### src/rtl/run_length_detector_pkg.sv
// Shared types and mode constants for the run-length detector and its helpers.
package run_det_pkg;

  typedef enum logic [1:0] {
    IDLE   = 2'd0,
    COUNT  = 2'd1,
    DETECT = 2'd2
  } state_t;

  localparam logic [1:0] MODE_BOTH  = 2'b00;
  localparam logic [1:0] MODE_ONES  = 2'b01;
  localparam logic [1:0] MODE_ZEROS = 2'b10;
  localparam logic [1:0] MODE_OFF   = 2'b11;

  // Whether a run of bit_val is reportable under the given mode.
  function automatic logic mode_enabled(input logic [1:0] mode, input logic bit_val);
    logic en;
    case (mode)
      MODE_BOTH:  en = 1'b1;
      MODE_ONES:  en = bit_val;
      MODE_ZEROS: en = ~bit_val;
      MODE_OFF:   en = 1'b0;
      default:    en = 1'b0;
    endcase
    return en;
  endfunction

endpackage

### src/rtl/sat_event_counter.sv
// Saturating event counter with a sticky saturation flag; clear wins over
// holding but a coincident increment still counts as the first new event.
module sat_event_counter #(
  parameter int W = 8
) (
  input  logic         clk,
  input  logic         reset,
  input  logic         clr,
  input  logic         inc,
  output logic [W-1:0] count,
  output logic         sat
);

  localparam logic [W-1:0] CNT_MAX = {W{1'b1}};

  // Counter and sticky flag update.
  always_ff @(posedge clk) begin
    if (reset) begin
      count <= {W{1'b0}};
      sat   <= 1'b0;
    end else if (clr) begin
      count <= inc ? W'(1) : {W{1'b0}};
      sat   <= 1'b0;
    end else if (inc && (count != CNT_MAX)) begin
      count <= count + W'(1);
      sat   <= sat | ((count + W'(1)) == CNT_MAX);
    end else begin
      count <= count;
      sat   <= sat;
    end
  end

endmodule

### src/rtl/run_length_detector.sv
// Detects RUN_LEN consecutive identical qualified bits, gated per bit value
// by mode, and counts one event per detected run.
module run_length_detector
  import run_det_pkg::*;
#(
  parameter int RUN_LEN        = 4,
  parameter int CNT_W          = 8,
  parameter bit REGISTERED_OUT = 1'b0
) (
  input  logic                           clk,
  input  logic                           reset,
  input  logic                           in_valid,
  input  logic                           in_x,
  input  logic [1:0]                     mode,
  input  logic                           clr_count,
  output logic                           hit,
  output logic                           hit_val,
  output logic [$clog2(RUN_LEN+1)-1:0]   run_len,
  output logic [CNT_W-1:0]               hit_count,
  output logic                           count_sat
);

  localparam int RL_W = $clog2(RUN_LEN + 1);
  localparam logic [RL_W-1:0] RUN_MAX = RL_W'(RUN_LEN);

  state_t            state_r, state_s;
  logic              last_bit_r, last_bit_s;
  logic [RL_W-1:0]   run_len_r, run_len_s;
  logic              enabled_s;
  logic              hit_s;
  logic              hit_val_s;
  logic              event_s;

  // State, last bit and run length registers.
  always_ff @(posedge clk) begin
    if (reset) begin
      state_r    <= IDLE;
      last_bit_r <= 1'b0;
      run_len_r  <= {RL_W{1'b0}};
    end else begin
      state_r    <= state_s;
      last_bit_r <= last_bit_s;
      run_len_r  <= run_len_s;
    end
  end

  // Next-state logic; an unqualified sample leaves everything as it is.
  always_comb begin
    state_s    = state_r;
    last_bit_s = last_bit_r;
    run_len_s  = run_len_r;
    if (in_valid) begin
      case (state_r)
        IDLE: begin
          last_bit_s = in_x;
          run_len_s  = RL_W'(1);
          state_s    = COUNT;
        end
        COUNT, DETECT: begin
          if (in_x == last_bit_r) begin
            if (run_len_r >= RUN_MAX) begin
              run_len_s = RUN_MAX;
            end else begin
              run_len_s = run_len_r + RL_W'(1);
            end
            if (run_len_s == RUN_MAX) begin
              state_s = DETECT;
            end else begin
              state_s = COUNT;
            end
          end else begin
            last_bit_s = in_x;
            run_len_s  = RL_W'(1);
            state_s    = COUNT;
          end
        end
        default: begin
          state_s    = IDLE;
          last_bit_s = 1'b0;
          run_len_s  = {RL_W{1'b0}};
        end
      endcase
    end else begin
      state_s    = state_r;
      last_bit_s = last_bit_r;
      run_len_s  = run_len_r;
    end
  end

  // Mode only gates reporting; the FSM tracks runs of either value regardless.
  assign enabled_s = mode_enabled(mode, last_bit_r);
  assign hit_s     = (state_r == DETECT) && enabled_s;
  assign hit_val_s = hit_s & last_bit_r;
  assign event_s   = (state_r == COUNT) && (state_s == DETECT) && enabled_s;
  assign run_len   = run_len_r;

  generate
    if (REGISTERED_OUT) begin : g_reg_out
      logic hit_r;
      logic hit_val_r;

      // One extra flop of latency on the hit outputs.
      always_ff @(posedge clk) begin
        if (reset) begin
          hit_r     <= 1'b0;
          hit_val_r <= 1'b0;
        end else begin
          hit_r     <= hit_s;
          hit_val_r <= hit_val_s;
        end
      end

      assign hit     = hit_r;
      assign hit_val = hit_val_r;
    end else begin : g_comb_out
      assign hit     = hit_s;
      assign hit_val = hit_val_s;
    end
  endgenerate

  sat_event_counter #(
    .W(CNT_W)
  ) u_hit_counter (
    .clk  (clk),
    .reset(reset),
    .clr  (clr_count),
    .inc  (event_s),
    .count(hit_count),
    .sat  (count_sat)
  );

endmodule
### config.mk
export PLATFORM = sky130hd
export DESIGN_NAME = run_length_detector
export DESIGN_NICKNAME = d
export VERILOG_FILES = /design/src/rtl/run_length_detector_pkg.sv /design/src/rtl/sat_event_counter.sv /design/src/rtl/run_length_detector.sv
export SDC_FILE = /design/constraint.sdc
export NUM_CORES = 1
export LEC_CHECK = 0
export BUFFER_PORTS_ARGS = -buffer_cell sky130_fd_sc_hd__buf_2
export CORE_MARGIN = 5
export CORE_UTILIZATION = 37
export CTS_CLUSTER_DIAMETER = 150
export DETAILED_ROUTE_END_ITERATION = 8
export GPL_ROUTABILITY_DRIVEN = 0
export PLACE_DENSITY = 0.67
export SYNTH_ARGS = -nofsm -noshare
export SYNTH_HDL_FRONTEND = slang
export SYNTH_HIERARCHICAL = 1
export SYNTH_SLANG_ARGS = --single-unit
### constraint.sdc
create_clock -name clk -period 3.2 [get_ports clk]
set_input_delay 0.32 -clock clk [delete_from_list [all_inputs] [get_ports clk]]
set_output_delay 0.32 -clock clk [all_outputs]
set_load 0.01 [all_outputs]
==> flow_metrics.tcl <==
set metrics [dict create \
    status "completed" \
    hold_class "input port to flop" \
    worstPathRequired_ns 3.42 \
    dr.pass1.iters 4 \
    dr.first_iter.drc_count 66 \
    syn_inst 116 \
    cts_root_buffer "clkbuf_4" \
    wire_per_inst_um 13.6 \
    ys_types 44 \
    vias_per_cell 5.65 \
    num_rows 18 \
    cp_max_fo 8 \
    cts_max_level 1 \
    startpoint "state_r[1]" \
    cts_resized 0 \
    syn_nets 131 \
    p_per_area_nw_per_um2 304 \
    max_slew_margin_pct 64.8 \
    ioPinCount 21 \
    total_power_mw 0.343 \
    hold_viol_final 0 \
    final_antenna_net_count 0 \
    die_h_um 61.6 \
    end_kind "flop" \
    hp-start "reset" \
    grt_pass1_vias 841 \
    crit_arrival_ns 2.81 \
    fp.dieW_um 61.6 \
    clock_path_buffers 2 \
    report.final.slew_viol_count 0 \
    crit_path_start_kind "flop" \
    floorplan.initialDensity_pct 39.1 \
    layout-drive-gt1-share_pct 21.9 \
    fin_setup_tns_ns 0 \
    cap_viol_max_count 0 \
    avgSynthCellArea_um2 8.50 \
    num_vias 943 \
    syn2layout_area_growth_pct 14.5 \
    dieArea_um2 3800 \
    core_um2 2520 \
    min_period_ns 2.59 \
    setup_violations 0 \
    numCtsBuffers 3 \
    crit_type "flop to flop" \
    fmax_ghz 0.387 \
    grt_max_degree 11 \
    min_period_over_period_pct 80.8 \
    antenna_found_initial 0 \
    yosysSeqAreaShare_pct 30.5 \
    cts_tree "done" \
    worst_clock_skew_ns 0.00256 \
    diodes 0 \
    setup_ws_ns 0.613 \
    synthesis.area_um2 986 \
    post-place-ws_ns 0.690 \
    grt_usage_pct 12.5 \
    cts.sinks 15 \
    cts_hold_buf 0 \
    r2r-start "state_r[1]" \
    final_cells 167 \
    grt_overflow 0 \
    synth_seq_cells 15 \
    layout.nets 153 \
    grt_pass1_wl_mm 3.57 \
    hpwlAfterDp_mm 1.72 \
    drc 0 \
    numPortBuffers 20 \
    worstMarginPinSlew_ns 0.525 \
    post_cts_buffers 0 \
    routed_wl_mm 2.28 \
    cellLeakagePower_nw 0.457 \
    ys_warn_count 6 \
    rsz0062_at_grt "false" \
    path_clk_slew_ns 0.09 \
    clock_latency_ns 0.28 \
    irDropWorstVdd_mv 0.266 \
    place_inst 163 \
]
[state kept, by name (all words and copies together) (netlist names)]
register and cells:
u_hit_counter/sat 1, state_r 2, u_hit_counter/count 8, run_len 3
last_bit_r 1
[worst max-delay path: stages, from the launching register on]
cell      delay, ns
dfxtp_1        0.42
inv_1          0.09
ha_1           0.32
and3b_2        0.23
o211ai_1       0.11
a21oi_1        0.45
o31ai_2        0.25
or4_1          0.51
a21oi_1        0.15
[kinds of logic after synthesis]
| group | count (synthesis) | synth area share, % |
|---|---|---|
| compound gates | 31 | 20.9 |
| xor+xnor | 6 | 5.33 |
| fa+ha+maj | 8 | 10.2 |
| buf+inv | 11 | 5.20 |
| flops | 15 | 30.5 |
| mux | 1 | 1.02 |
| simple gates | 44 | 26.9 |
[where the power goes]
group	switching (mW)	total, mW	leakage, nW	internal [mW]
clock network	0.0632	0.112	0.0150	0.0484
registers	0.00442	0.195	0.122	0.190
logic	0.0212	0.0372	0.320	0.0160
total	0.0889	0.343	0.457	0.255
[placed cells by master, fill, tap and decap left out, types with 4 or more instances in the layout]
cell type	count
ha_1	8
nand3_1	5
dfxtp_1	15
nand2_1	8
nor2_1	7
o21ai_0	4
xnor2_1	4
inv_1	8
a21oi_1	12
buf_2	20
[metrics by stage]
| step | util [%] | instance area, um^2 | hold WS [ns] |
|---|---|---|---|
| finish | 44.7 | 1130 | 0.320 |
| global route | 44.7 | 1130 | 0.311 |
| CTS | 44.7 | 1130 | 0.309 |
| detailed placement | 43.7 | 1100 | 0.443 |
| global placement | 43.7 | 1100 | 0.440 |
| floorplan | - | 986 | 0.389 |
[layout make-up]
type,count,area [um^2]
Clock buffer,4,26.3
Fill cell,259,1390
Inverter,8,30.0
Multi-Input combinational cell,90,634
Sequential cell,15,300
Tap cell,30,37.5
Timing Repair Buffer,20,100
[metal layers]
metal  vias to the layer above  global-route usage [%]  wire, um
met3                         4                    5.45       164
met4                         0                    2.42        17
met1                       440                    14.0       988
met2                        30                    21.8      1110
li1                        469                       -         -
met5                         -                       0         0
[final timing paths]
path,slack [ns],end,depth (start not counted)
worst max-delay path,0.61,u_hit_counter/count[5],8
worst min-delay path,0.32,run_len[1],2
worst max register to register,0.61,u_hit_counter/count[5],8
worst min register to register,0.46,u_hit_counter/sat,2
[synthesized netlist by cell type, drive strengths merged]
library cell / n / area, um^2
a211oi: 1 / 7.51
a21bo: 1 / 10.0
a21boi: 1 / 7.51
a21oi: 12 / 60.1
a222oi: 1 / 10.0
a22oi: 1 / 7.51
a31oi: 3 / 18.8
and2: 2 / 12.5
and3b: 4 / 36.3
and4: 2 / 17.5
buf: 2 / 16.3
clkbuf: 1 / 5.00
dfxtp: 15 / 300
ha: 8 / 100
inv: 8 / 30.0
mux2i: 1 / 10.0
nand2: 8 / 30.0
nand3: 5 / 25.0
nand3b: 1 / 7.51
nand4: 2 / 18.8
nand4b: 1 / 8.76
nor2: 7 / 26.3
nor2b: 1 / 6.26
nor3: 2 / 10.0
nor3b: 1 / 7.51
nor4: 1 / 6.26
o2111ai: 1 / 8.76
o211a: 1 / 10.0
o211ai: 1 / 7.51
o21ai: 4 / 20.0
o22ai: 1 / 6.26
o31ai: 3 / 32.5
or2: 2 / 12.5
or3: 2 / 12.5
or3b: 1 / 8.76
or4: 2 / 18.8
xnor2: 4 / 35.0
xor2: 2 / 17.5
Note: power is estimated with default switching activity, not from simulation.
